### config.mk
export PLATFORM = sky130hd
export DESIGN_NAME = serial_sub
export DESIGN_NICKNAME = d
export VERILOG_FILES = /design/src/rtl/serial_sub.sv
export SDC_FILE = /design/constraint.sdc
export NUM_CORES = 1
export LEC_CHECK = 0
export BUFFER_PORTS_ARGS = -buffer_cell sky130_fd_sc_hd__buf_2
export CAP_MARGIN = 25
export CORE_MARGIN = 3
export CORE_UTILIZATION = 36
export DETAILED_ROUTE_END_ITERATION = 7
export GPL_TIMING_DRIVEN = 0
export SKIP_LAST_GASP = 1
export SLEW_MARGIN = 30
export SYNTH_ARGS = -nofsm -noshare
export SYNTH_HDL_FRONTEND = slang
export SYNTH_SLANG_ARGS = --single-unit
### constraint.sdc
create_clock -name clk -period 1.2 [get_ports clk]
set_input_delay 0.06 -clock clk [delete_from_list [all_inputs] [get_ports clk]]
set_output_delay 0.06 -clock clk [all_outputs]
set_load 0.02 [all_outputs]
### src/rtl/serial_sub.sv
// rtl/serial_sub.sv - bit-serial two's-complement subtractor (a - b), LSB first
//
// Computes diff = (a - b) mod 2^WIDTH as a + ~b + 1, one bit per clock.
// Optional feature macro: SERIAL_SUB_OVF_EN (signed overflow flag on ovf).
//
// Ports:
//   clk    - rising-edge clock
//   rst_n  - asynchronous active-low reset
//   start  - begin a subtraction (sampled only while idle)
//   a, b   - minuend / subtrahend, captured on the accepted start edge
//   busy   - high while an operation is in progress (SHIFT and DONE states)
//   done   - one-cycle pulse marking a valid result
//   diff   - result (a - b) mod 2^WIDTH
//   borrow - high when unsigned a < b
//   ovf    - signed overflow (0 when SERIAL_SUB_OVF_EN is not defined)

module serial_sub #(
    parameter int WIDTH = 6
) (
    input  logic             clk,
    input  logic             rst_n,
    input  logic             start,
    input  logic [WIDTH-1:0] a,
    input  logic [WIDTH-1:0] b,
    output logic             busy,
    output logic             done,
    output logic [WIDTH-1:0] diff,
    output logic             borrow,
    output logic             ovf
);

    localparam int CW = (WIDTH > 2) ? $clog2(WIDTH) : 1;

    typedef enum logic [1:0] {
        IDLE  = 2'd0,
        SHIFT = 2'd1,
        DONE  = 2'd2
    } state_t;

    state_t           state;
    state_t           state_nxt;
    logic [WIDTH-1:0] a_sr;
    logic [WIDTH-1:0] b_sr;
    logic [WIDTH-1:0] res_sr;
    logic             carry;
    logic [CW-1:0]    count;
    logic             last_bit;
    logic             b_inv;
    logic             sum_bit;
    logic             carry_nxt;

    // Full adder on a + ~b with the carry seeded to 1 at start.
    assign b_inv     = ~b_sr[0];
    assign sum_bit   = a_sr[0] ^ b_inv ^ carry;
    assign carry_nxt = (a_sr[0] & b_inv) | (a_sr[0] & carry) | (b_inv & carry);
    assign last_bit  = (count == CW'(WIDTH - 1));

    assign busy = (state != IDLE);

    always_ff @(posedge clk or negedge rst_n) begin
        if (!rst_n) begin
            state <= IDLE;
        end else begin
            state <= state_nxt;
        end
    end

    always_comb begin
        state_nxt = state;
        case (state)
            IDLE:    if (start) state_nxt = SHIFT;
            SHIFT:   if (last_bit) state_nxt = DONE;
            DONE:    state_nxt = IDLE;
            default: state_nxt = IDLE;
        endcase
    end

    // Datapath. diff/borrow/ovf are only written in DONE so the partial
    // result in res_sr never shows on the outputs.
    always_ff @(posedge clk or negedge rst_n) begin
        if (!rst_n) begin
            a_sr   <= '0;
            b_sr   <= '0;
            res_sr <= '0;
            carry  <= 1'b0;
            count  <= '0;
            done   <= 1'b0;
            diff   <= '0;
            borrow <= 1'b0;
        end else begin
            done <= 1'b0;
            case (state)
                IDLE: begin
                    if (start) begin
                        a_sr  <= a;
                        b_sr  <= b;
                        carry <= 1'b1;
                        count <= '0;
                    end
                end
                SHIFT: begin
                    res_sr <= {sum_bit, res_sr[WIDTH-1:1]};
                    a_sr   <= {1'b0, a_sr[WIDTH-1:1]};
                    b_sr   <= {1'b0, b_sr[WIDTH-1:1]};
                    carry  <= carry_nxt;
                    count  <= count + CW'(1);
                end
                DONE: begin
                    done   <= 1'b1;
                    diff   <= res_sr;
                    // No carry out of a + ~b + 1 means the subtraction borrowed.
                    borrow <= ~carry;
                end
                default: ;
            endcase
        end
    end

`ifdef SERIAL_SUB_OVF_EN
    // Operand sign bits are kept separately because a_sr/b_sr are consumed
    // by the shift.
    logic a_msb;
    logic b_msb;

    always_ff @(posedge clk or negedge rst_n) begin
        if (!rst_n) begin
            a_msb <= 1'b0;
            b_msb <= 1'b0;
            ovf   <= 1'b0;
        end else begin
            if (state == IDLE && start) begin
                a_msb <= a[WIDTH-1];
                b_msb <= b[WIDTH-1];
            end
            if (state == DONE) begin
                ovf <= (a_msb != b_msb) && (res_sr[WIDTH-1] != a_msb);
            end
        end
    end
`else
    assign ovf = 1'b0;
`endif

endmodule
* Word-level counts from Yosys, hierarchy flattened
Index checks and enable logic that the tools add are counted.
** Cells by class
- Reductions and logical operators :: 5
- Shift operators :: 0
- Magnitude comparators :: 0
- Divide/modulo/power cells :: 0
- Bitwise operators :: 9
- $mul :: 0
- Equality and inequality tests :: 5
- Add/sub/neg operators :: 1
- Mux-type cells :: 12
** Operators with widths (number)
- $pmux 6 s2 :: 2
- $mux 6 :: 2
- $pmux 3 s2 :: 1
- $mux 2 :: 2
- $ne 2x2->1 const B :: 2
- $pmux 2 s2 :: 1
- $reduce_and 2->1 :: 2
- $reduce_bool 2->1 :: 2
- $add 3x1->3 const B :: 1
- $and 1x1->1 :: 3
- $eq 3x3->1 const B :: 1
- $mux 3 :: 1
- $eq 2x1->1 const B :: 1
- $eq 2x2->1 const B :: 1
- $logic_not 2->1 :: 1
- $mux 1 :: 2
- $not 1->1 :: 2
- $or 1x1->1 :: 2
- $pmux 1 s2 :: 1
- $xor 1x1->1 :: 2
** Storage, ports and cells
- Memories kept :: 0
- ROM bits :: 0
- Output and inout port bits :: 10
- Memory bits (writable) :: 0
- Bits of input ports :: 15
- Latch bits :: 0
- Word-level logic and storage cells :: 41
- Bits in registers :: 32

* Longest topological paths before layout
Gate-level depths: netlist of the first run.
- Depth after elaboration :: 5
- Gate-level depth with buffers :: 5

* Least setup slack after synthesis of the first run
OpenSTA, ideal clock, no wires.
- Path type :: register to register
- Start :: register state[1]
- End :: register diff[0]
- Path slack :: 106 ps
- Buffers on the path :: 2
- Stages on the path, launching flop included :: 5
- Arrival time :: 969 ps
- Library setup time :: 125 ps
- Period minus slack after synthesis :: 1094 ps
- Cells stage by stage :: dfrtp_1 > buf_6 > nand2b_4 > buf_6 > mux2_4
** Between the ends
- Word-level cells in the longest chain between the ends :: 1
** RTL lines
- from (decl) :: RTL line 40 : state_t state;
- from (signal assigned) :: RTL line 64 : state <= state_nxt;
- $eq 2x2->1 :: RTL line 92 : case (state)
- to (signal assigned) :: RTL line 110 : diff <= res_sr;
- to (decl) :: RTL line 27 : output logic [WIDTH-1:0] diff,
Every way passes these cells.
A chain may end at the register's enable or synchronous reset.

* Final worst setup path of the first run
- Start :: register state[0]
- End :: output busy
** Between the ends
- Word-level cells in the longest chain between the ends :: 1
** RTL lines
- $reduce_bool 2->1 :: RTL line 58 : assign busy = (state != IDLE);
- to (decl) :: RTL line 25 : output logic busy,
Every way passes these cells.

==> metrics.yaml, run 1 <==
setup_ws_ns: 0.02452
rsz0062_at_grt: "true"
gp_congestion: 0.7887
p_int_mw: 3.286
p_clk_share_pct: 21.9
final_area_sq_um: 1856
slew_violations: 0
yosys.area.top_type: "dfrtp_1"
skew_ns: 0.004686
multi_input_area_sq_um: 581.8
cts_sinks: 32
dp_hpwl_mm: 1.846
cts_root_buf: "clkbuf_8"
slew_headroom_pct: 54.18
ant_nets: 0
holdPathStages: 3
fp.dieW_um: 69.03
seq_power_share_pct: 38.2
hold_path.class: "primary input to flip-flop"
numCtsBuffers: 5
drt_iter0_markers: 60
fmaxAchievable_mhz: 850.7
synth_area_sq_um: 1430
r2r_start: "state[1]"
swShare_pct: 34.83
comb_power_share_pct: 39.9
regArea_sq_um: 802.0
ys_top_cells_by_count: "dfrtp_1, nand2_1, o22ai_1, a21oi_1, o21ai_0"
grt.total_usage_pct: 12.85
antenna_found_initial: 0
grt_max_degree: 33
hold_path_end: "a_sr[5]"
rr_endpoint: "count[1]"
yosysWarnings: 0
worst_pin_slew_ns: 0.6872
synth_cell_types: 22
clk_pin_slew_ns: 0.06
diodes: 0
die_area_sq_um: 4765
min_period_over_period_pct: 97.96
fillers: 357
placed_cell_area_sq_um: 1605
io_pins: 25
cp-start-kind: "flip-flop"
area_growth_pct: 29.75
switching_power_mw: 1.756
synth.most_common_cell: "dfrtp_1"
ctsLongestPathBuffers: 2
finalSetupTns_ns: 0
grt_pass1_vias: 1097
first_pass_iters: 4
synth_seq_cells: 32
cp_max_fo: 4
postLayoutCoreUtil_pct: 49.57
maxCapViolCount: 0
cellLeakagePower_nw: 0.9251
cts_tree: "done"
syn_avg_cell_area_sq_um: 10.83
yosys-top-cells-area: "dfrtp_1, o22ai_1, mux2_4"
whs_ns: 0.02223
async_flop_share_pct: 100.0
num_rows: 22
critPathCaptureType: "output port"
synth_edf_count: 0
core-area_sq_um: 3744
critPathKind: "flip-flop to output port"
grt_pass1_wl_mm: 5.043
io_buffers: 23
reg2reg_slack_ns: 0.03
period_needed_ns: 1.175
drc: 0
finalNonFillerCells: 217
finalPower_mw: 5.042
synth_ff_type: "dfrtp_1"
synth_fp_nets: 150
pre_cts_slack_ns: -0.03228
status: "complete, no violations"
chipHeight_um: 69.03
overflow: 0
wirelength_mm: 2.774
start_util_pct: 38.20
hp-start: "a[5]"
finalHoldViolations: 0
htreeDepth: 2
drive_gt1_share_pct: 38.46
dp_cells: 203
setup_violations: 0
yosysTopAreaCellShare_pct: 55.99
cellPowerDensity_nw_per_um2: 2718
vias: 1070
clock_latency_ns: 0.28
routed_via_density: 4.931
layout.nets: 186
worstPathArrival_ns: 1.12
wl_per_cell_um: 12.78
synth_cells: 132
ys_seq_area_share_pct: 55.99
required_ns: 1.14
ir_worst_vdd_mv: 0.7695
reg2reg_depth: 4
-- worst max-delay path: stages, from the launching register on --
cell and delay [ns]:
dfrtp_2 0.43, inv_2 0.11, clkbuf_8 0.14, nand2_2 0.04
buf_6 0.12
-- cell usage in the layout, fill, tap and decap left out, drive strengths merged, types with 2 or more instances in the layout --
master | Yosys | layout
ha | 2 | 2
nand2b | 3 | 3
inv | 6 | 6
buf | 9 | 37
dfrtp | 32 | 32
clkbuf | 1 | 8
o21ai | 8 | 8
o22ai | 21 | 21
a21oi | 11 | 11
mux2 | 6 | 6
nand2 | 21 | 21
nor2b | 2 | 2
nor2 | 5 | 5
-- state kept, by name (all words and copies together), names as in the netlist --
| register | cells |
|---|---|
| b_sr | 6 |
| borrow | 1 |
| carry | 1 |
| diff | 6 |
| count | 3 |
| a_sr | 6 |
| done | 1 |
| state | 2 |
| res_sr | 6 |
-- worst max-delay path by stage --
stage | depth (start not counted) | to | slack [ns] | start
6_report | 4 | busy | 0.02 | state[0]
2_1_floorplan | 4 | diff[0] | 0.11 | state[1]
4_1_cts | 5 | busy | 0.008 | state[1]
5_1_grt | 4 | carry | -0.04 | state[1]
3_5_place_dp | 4 | busy | -0.03 | state[0]
3_3_place_gp | 4 | busy | -0.02 | state[0]
-- kinds of logic (layout without fill, tap and decap cells) --
logic type	Yosys count	in the layout	share of synthesized area [%]
flip-flops	32	32	55.99
other	1	1	0.2622
adder cells (fa/ha/maj)	3	3	3.149
AND/OR/NAND/NOR	31	31	9.536
AO/OA/AOI/OAI	42	42	16.97
buffers and inverters	16	53	7.085
multiplexers	7	7	6.999
-- timing repair --
| item | in CTS | in global routing |
|---|---|---|
| buffers inserted | 4 | 2 |
| setup endpoints to repair | 9 | 16 |
| resized for setup | 10 | 11 |
| hold buffers | 1 | 0 |
| endpoints found under the hold margin | 32 | 0 |
-- metal layers --
layer	global-route usage [%]	part of all wire, %
met1	16.57	46
met2	19.92	47
met5	0	0
met3	4.519	4.9
met4	4.555	1.8
-- cell type report --
class	count	area share [%]
Buffer	9	4.518
Clock buffer	7	5.192
Clock inverter	1	1.618
Inverter	6	1.349
Multi-Input combinational cell	84	31.36
Sequential cell	32	43.22
Tap cell	48	3.237
Timing Repair Buffer	30	9.508
-- power groups by stage --
stage / Clock (mW) / Sequential [mW] / Combinational (mW)
final: 1.11 / 1.92 / 2.01
after global placement: 0 / 1.90 / 1.72
after CTS: 1.13 / 1.91 / 1.92
after floorplan: 0 / 1.98 / 1.24
after global routing: 1.19 / 2.00 / 2.25
after detailed placement: 0 / 1.93 / 1.77
(Power assumes the default switching activity.)
==> run 2: changes to the inputs <==
==> constraint.sdc (replaced) <==
create_clock -name clk -period 1.2 [get_ports clk]
set_input_delay 0.18 -clock clk [delete_from_list [all_inputs] [get_ports clk]]
set_output_delay 0.18 -clock clk [all_outputs]
set_load 0.02 [all_outputs]
==> run 2 against run 1 <==
Compared with the run above:
- the flow now finishes with violations (setup timing)
- clock-buffer cell count unchanged
- non-clock buffer count up 4
- via count up 3.6%
- utilization up 2.7 points
- worst setup slack worse by 0.083 ns
- first-iteration DRC count down 1.7%
- critical path depth up 2
- register-to-register slack worse by 0.09 ns
- sequential share of layout area down 2.2 points
- largest power group unchanged
- highest routed layer unchanged
==> metrics.yaml, run 2 (synthesized netlist as in run 1, its figures left out) <==
path_cells: "buf_6 -> buf_8 -> nand2b_4 -> buf_6 -> o22ai_2 -> a21oi_1"
ant_nets: 0  # unchanged
endpoint: "a_sr[4]"
grt.total_usage_pct: 13.53  # +0.68 points
fp.dieW_um: 69.03  # unchanged
clk_pin_slew_ns: 0.06  # about the same
vias: 1109  # +3.6%
ctsLongestPathBuffers: 2  # unchanged
min_period_over_period_pct: 104.9  # +6.9 points
status: "finished, violations left"
drt_iter0_markers: 59  # -1.7%
r2r_start: "state[1]"
dp_cells: 203  # unchanged
chipHeight_um: 69.03  # unchanged
placed_cell_area_sq_um: 1605  # unchanged
die_area_sq_um: 4765  # unchanged
area_growth_pct: 36.83
rr_endpoint: "a_sr[4]"
violations: "setup timing"
period_needed_ns: 1.259  # +0.08333 ns
grt_pass1_wl_mm: 5.271  # +4.5%
htreeDepth: 2  # unchanged
maxCapViolCount: 0  # unchanged
cts_root_buf: "clkbuf_8"
critPathKind: "flip-flop to flip-flop"
worst_pin_slew_ns: 0.6919  # +0.004665 ns
clock_latency_ns: 0.28  # about the same
cts_tree: "done"
final_area_sq_um: 1957  # +5.5%
whs_ns: 0.1466  # +0.1244 ns
cp_slowest_cell: "dfrtp_1"
skew_ns: 0.002982  # -0.001704 ns
wirelength_mm: 3.051  # +10%
io_pins: 25  # unchanged
finalNonFillerCells: 221  # +1.8%
setup_ws_ns: -0.05881  # -0.08333 ns
path_common_cell: "buf_6"
dp_hpwl_mm: 1.846  # unchanged
cp-start-kind: "flip-flop"
slew_headroom_pct: 53.87  # -0.31 points
io_buffers: 23  # unchanged
worstPathArrival_ns: 1.42  # +0.30 ns
overflow: 0  # unchanged
core-area_sq_um: 3744  # unchanged
start_util_pct: 38.20  # unchanged
fmaxAchievable_mhz: 794.4  # -6.6%
required_ns: 1.36  # +0.22 ns
finalHoldViolations: 0  # unchanged
numCtsBuffers: 5  # unchanged
max_stage_delay_ns: 0.40  # -0.03 ns
routed_via_density: 5.018  # +1.8%
gp_congestion: 0.7887  # unchanged
layout_commonest_cell: "dfrtp_1"
wl_per_cell_um: 13.81  # +8.0%
antenna_found_initial: 0  # unchanged
drc: 0  # unchanged
cts_sinks: 32  # unchanged
crit_start: "state[1]"
rsz0062_at_grt: "true"
grt_max_degree: 33  # unchanged
grt_pass1_vias: 1102  # +0.46%
hold_path.class: "primary input to flip-flop"
reg2reg_depth: 6  # +2
drive_gt1_share_pct: 43.35  # +4.9 points
final_cell_mix: "dfrtp_1, buf_2, nand2_1, o22ai_1, buf_4"
num_rows: 22  # unchanged
layout.nets: 190  # +2.2%
first_pass_iters: 4  # unchanged
ir_worst_vdd_mv: 0.9560  # +24%
slew_violations: 0  # unchanged
diodes: 0  # unchanged
cellPowerDensity_nw_per_um2: 2707  # -0.39%
cp_max_fo: 5  # +1
cellLeakagePower_nw: 0.9669  # +4.5%
reg2reg_slack_ns: -0.06  # -0.09 ns
critPathCaptureType: "flip-flop"
setup_violations: 17  # +17
run 2: changes by cell type in the layout (fill, tap and decap cells not counted), moves of 2 or more:
cell	change
buf_4	+2
o22ai_2	+3
buf_8	+3
o22ai_1	-3
run 2: layout make-up:
cell class / count / area, sq um
Tap cell: 48 / 60.06
Clock buffer: 7 / 96.34
Multi-Input combinational cell: 84 / 614.3
Sequential cell: 32 / 802.0
Fill cell: 348 / 1787
Clock inverter: 1 / 30.03
Timing Repair Buffer: 35 / 242.7
Inverter: 6 / 27.53
Buffer: 8 / 83.83
run 2: power by group:
part           switching (mW)  total [mW]  internal (mW)
logic                    1.10        2.25           1.15
clock network           0.378        1.11          0.732
registers               0.372        1.94           1.57
run 2: per-stage QoR:
stage / total power, mW / setup WS (ns) / utilization [%] / TNS (ns)
2_1_floorplan: 3.216 / 0.05004 / - / 0
3_3_place_gp: 3.617 / -0.1411 / 42.88 / -0.1411
3_5_place_dp: 3.699 / -0.1523 / 42.88 / -0.1530
4_1_cts: 5.045 / -0.07354 / 49.06 / -0.9635
5_1_grt: 5.689 / -0.1122 / 52.27 / -1.503
6_report: 5.297 / -0.05881 / 52.27 / -0.4773
run 2: per-layer routing:
layer  track usage [%]  part of all wire (%)
met4             4.555                   1.6
met1             17.25                    42
met3             4.519                   6.2
met5                 0                     0
met2             21.50                    50
run 2: worst max-delay path, delay by kind of cell, from the launching register on:
kind,cells,cell delay [ns]
compound gates,2,0.20
buf+inv,3,0.40
flops,1,0.40
simple gates,1,0.14
run 2: worst min path at each step:
stage	cells after the start	slack (ns)	endpoint	from
final	3	0.15	b_sr[5]	b[5]
after global routing	3	0.17	a_sr[5]	a[5]
after CTS	3	0.14	a_sr[5]	a[5]
after detailed placement	1	0.27	b_sr[2]	rst_n
after global placement	1	0.26	b_sr[1]	rst_n
after floorplan	0	-0.12	a_sr[0]	rst_n
run 2: what timing repair did:
item                                   4_1_cts  5_1_grt
buffers inserted                             4        5
setup endpoints to repair                    9       28
endpoints found under the hold margin       32        0
pin swaps                                    3       12
gates cloned                                 1        1
gates resized for setup                     19       18
hold buffers                                 1        0
==> run 3: changes to the inputs <==
--- a/config.mk
+++ b/config.mk
@@ -9,6 +9,8 @@
 export CAP_MARGIN = 25
 export CORE_MARGIN = 3
 export CORE_UTILIZATION = 36
+export CTS_BUF_LIST = sky130_fd_sc_hd__clkbuf_16
+export CTS_CLUSTER_SIZE = 14
 export DETAILED_ROUTE_END_ITERATION = 7
 export GPL_TIMING_DRIVEN = 0
 export SKIP_LAST_GASP = 1
==> run 3 against run 2 <==
Compared with the run above:
- the flow still finishes with violations (setup timing)
- register-to-register slack improved by 0.04 ns
- maximum frequency grew 3.5%
- cell area grew 1.9%
- clock power up 24%
- critical path type unchanged
- largest power group unchanged
==> metrics.yaml, run 3 (synthesized netlist as in run 1, its figures left out) <==
setup_violations: 9  # -8
critPathBufInv: 1  # -2
hold_path.class: "primary input to flip-flop"
final_cell_mix: "dfrtp_1, buf_2, nand2_1, o22ai_1, buf_4"
first_pass_iters: 4  # unchanged
maxCapViolCount: 0  # unchanged
status: "finished, violations left"
grt_pass1_wl_mm: 5.264  # -0.13%
critPathCaptureType: "flip-flop"
dp_hpwl_mm: 1.846  # unchanged
cts_sinks: 32  # unchanged
fmaxAchievable_mhz: 822.2  # +3.5%
layout.nets: 190  # unchanged
worst_pin_slew_ns: 0.6987  # +0.006830 ns
cp_slowest_cell: "dfrtp_2"
violations: "setup timing"
grt_max_degree: 33  # unchanged
wirelength_mm: 3.002  # -1.6%
cts_root_buf: "clkbuf_16"
ant_nets: 0  # unchanged
required_ns: 1.36  # about the same
drc: 0  # unchanged
grt.total_usage_pct: 13.66  # +0.13 points
clock_latency_ns: 0.27  # about the same
cpLargestDelayFamily: "flip-flops"
start_util_pct: 38.20  # unchanged
cp_max_fo: 8  # +3
ir_worst_vdd_mv: 1.260  # +32%
max_stage_delay_ns: 0.42  # +0.02 ns
wl_per_cell_um: 13.58  # -1.6%
die_area_sq_um: 4765  # unchanged
area_growth_pct: 39.46
ctsLongestPathBuffers: 2  # unchanged
chipHeight_um: 69.03  # unchanged
drive_gt1_share_pct: 43.93  # +0.58 points
min_period_over_period_pct: 101.4  # -3.5 points
placed_cell_area_sq_um: 1605  # unchanged
fillers: 342  # -1.7%
final_area_sq_um: 1994  # +1.9%
overflow: 0  # unchanged
num_rows: 22  # unchanged
cts_tree: "done"
dp_cells: 203  # unchanged
cellLeakagePower_nw: 0.9791  # +1.3%
slew_headroom_pct: 53.42  # -0.46 points
antenna_found_initial: 0  # unchanged
routed_via_density: 5.077  # +1.2%
slew_violations: 0  # unchanged
path_cells: "buf_4 -> nand2b_4 -> mux2_4"
period_needed_ns: 1.216  # -0.04257 ns
htreeDepth: 2  # unchanged
drt_iter0_markers: 60  # +1.7%
gp_congestion: 0.7887  # unchanged
critPathKind: "flip-flop to flip-flop"
finalHoldViolations: 0  # unchanged
layout_commonest_cell: "dfrtp_1"
io_pins: 25  # unchanged
diodes: 0  # unchanged
finalNonFillerCells: 221  # unchanged
io_buffers: 23  # unchanged
cellPowerDensity_nw_per_um2: 2807  # +3.7%
pre_cts_slack_ns: -0.1523  # unchanged
rsz0062_at_grt: "true"
worstPathArrival_ns: 1.37  # -0.05 ns
setup_ws_ns: -0.01624  # +0.04257 ns
core-area_sq_um: 3744  # unchanged
numCtsBuffers: 5  # unchanged
clk_pin_slew_ns: 0.05  # about the same
fp.dieW_um: 69.03  # unchanged
vias: 1122  # +1.2%
cp-start-kind: "flip-flop"
grt_pass1_vias: 1131  # +2.6%
reg2reg_slack_ns: -0.02  # +0.04 ns
skew_ns: 0.003875  # +0.0008926 ns
-- run 3: final cells by class --
class                      instances  area, sq um  area share (%)
sequential                        32        802.0           40.21
inverter                           6        27.53           1.380
clock inverter                     3        37.54           1.882
clock buffer                       5        125.1           6.274
timing repair buffer              35        219.0           10.98
buffer                             8        83.83           4.203
tap                               48        60.06           3.011
multi-input combinational         84        639.4           32.06
-- run 3: worst paths after layout --
path	from	endpoint	cells past startpoint
worst max-delay path	state[0]	diff[4]	3
worst min-delay path	b[5]	b_sr[5]	3
worst max register to register	state[0]	diff[4]	3
worst min register to register	res_sr[0]	res_sr[0]	2
max in group asynchronous	rst_n	state[0]	2
min in group asynchronous	rst_n	b_sr[2]	2
-- run 3: tightest hold or removal path, cell delays in order --
cell	delay, ns
buf_2	0.10
nand2_1	0.05
o21ai_1	0.05
-- run 3: power by group --
| part | total [mW] | internal (mW) | switching (mW) |
|---|---|---|---|
| logic | 2.27 | 1.15 | 1.12 |
| clock network | 1.38 | 0.962 | 0.416 |
| registers | 1.95 | 1.57 | 0.379 |
| total | 5.60 | 3.68 | 1.92 |
-- run 3: timing repair --
item,in CTS,in global routing
setup buffers,5,4
pin swaps,6,13
gates resized for setup,21,23
hold buffers,1,0
hold endpoints to repair,32,0
gates cloned,1,1
endpoints found under the setup margin,5,29
-- run 3: metal layers --
layer / track usage (%) / vias to the layer above / routed length [um]
met5: 0 / - / 0
met4: 7.158 / 0 / 76
met3: 4.665 / 8 / 183
met2: 20.97 / 32 / 1447
met1: 16.90 / 543 / 1293
li1: - / 539 / -
-- run 3: through the flow --
stage	utilization [%]	power (mW)	hold slack [ns]	setup TNS [ns]
after floorplan	-	3.216	-0.1156	0
after global placement	42.88	3.617	0.2589	-0.1411
after detailed placement	42.88	3.699	0.2669	-0.1530
after CTS	50.50	5.352	0.1573	-0.6653
after global routing	53.28	5.998	0.1684	-1.179
final	53.28	5.598	0.1458	-0.1004
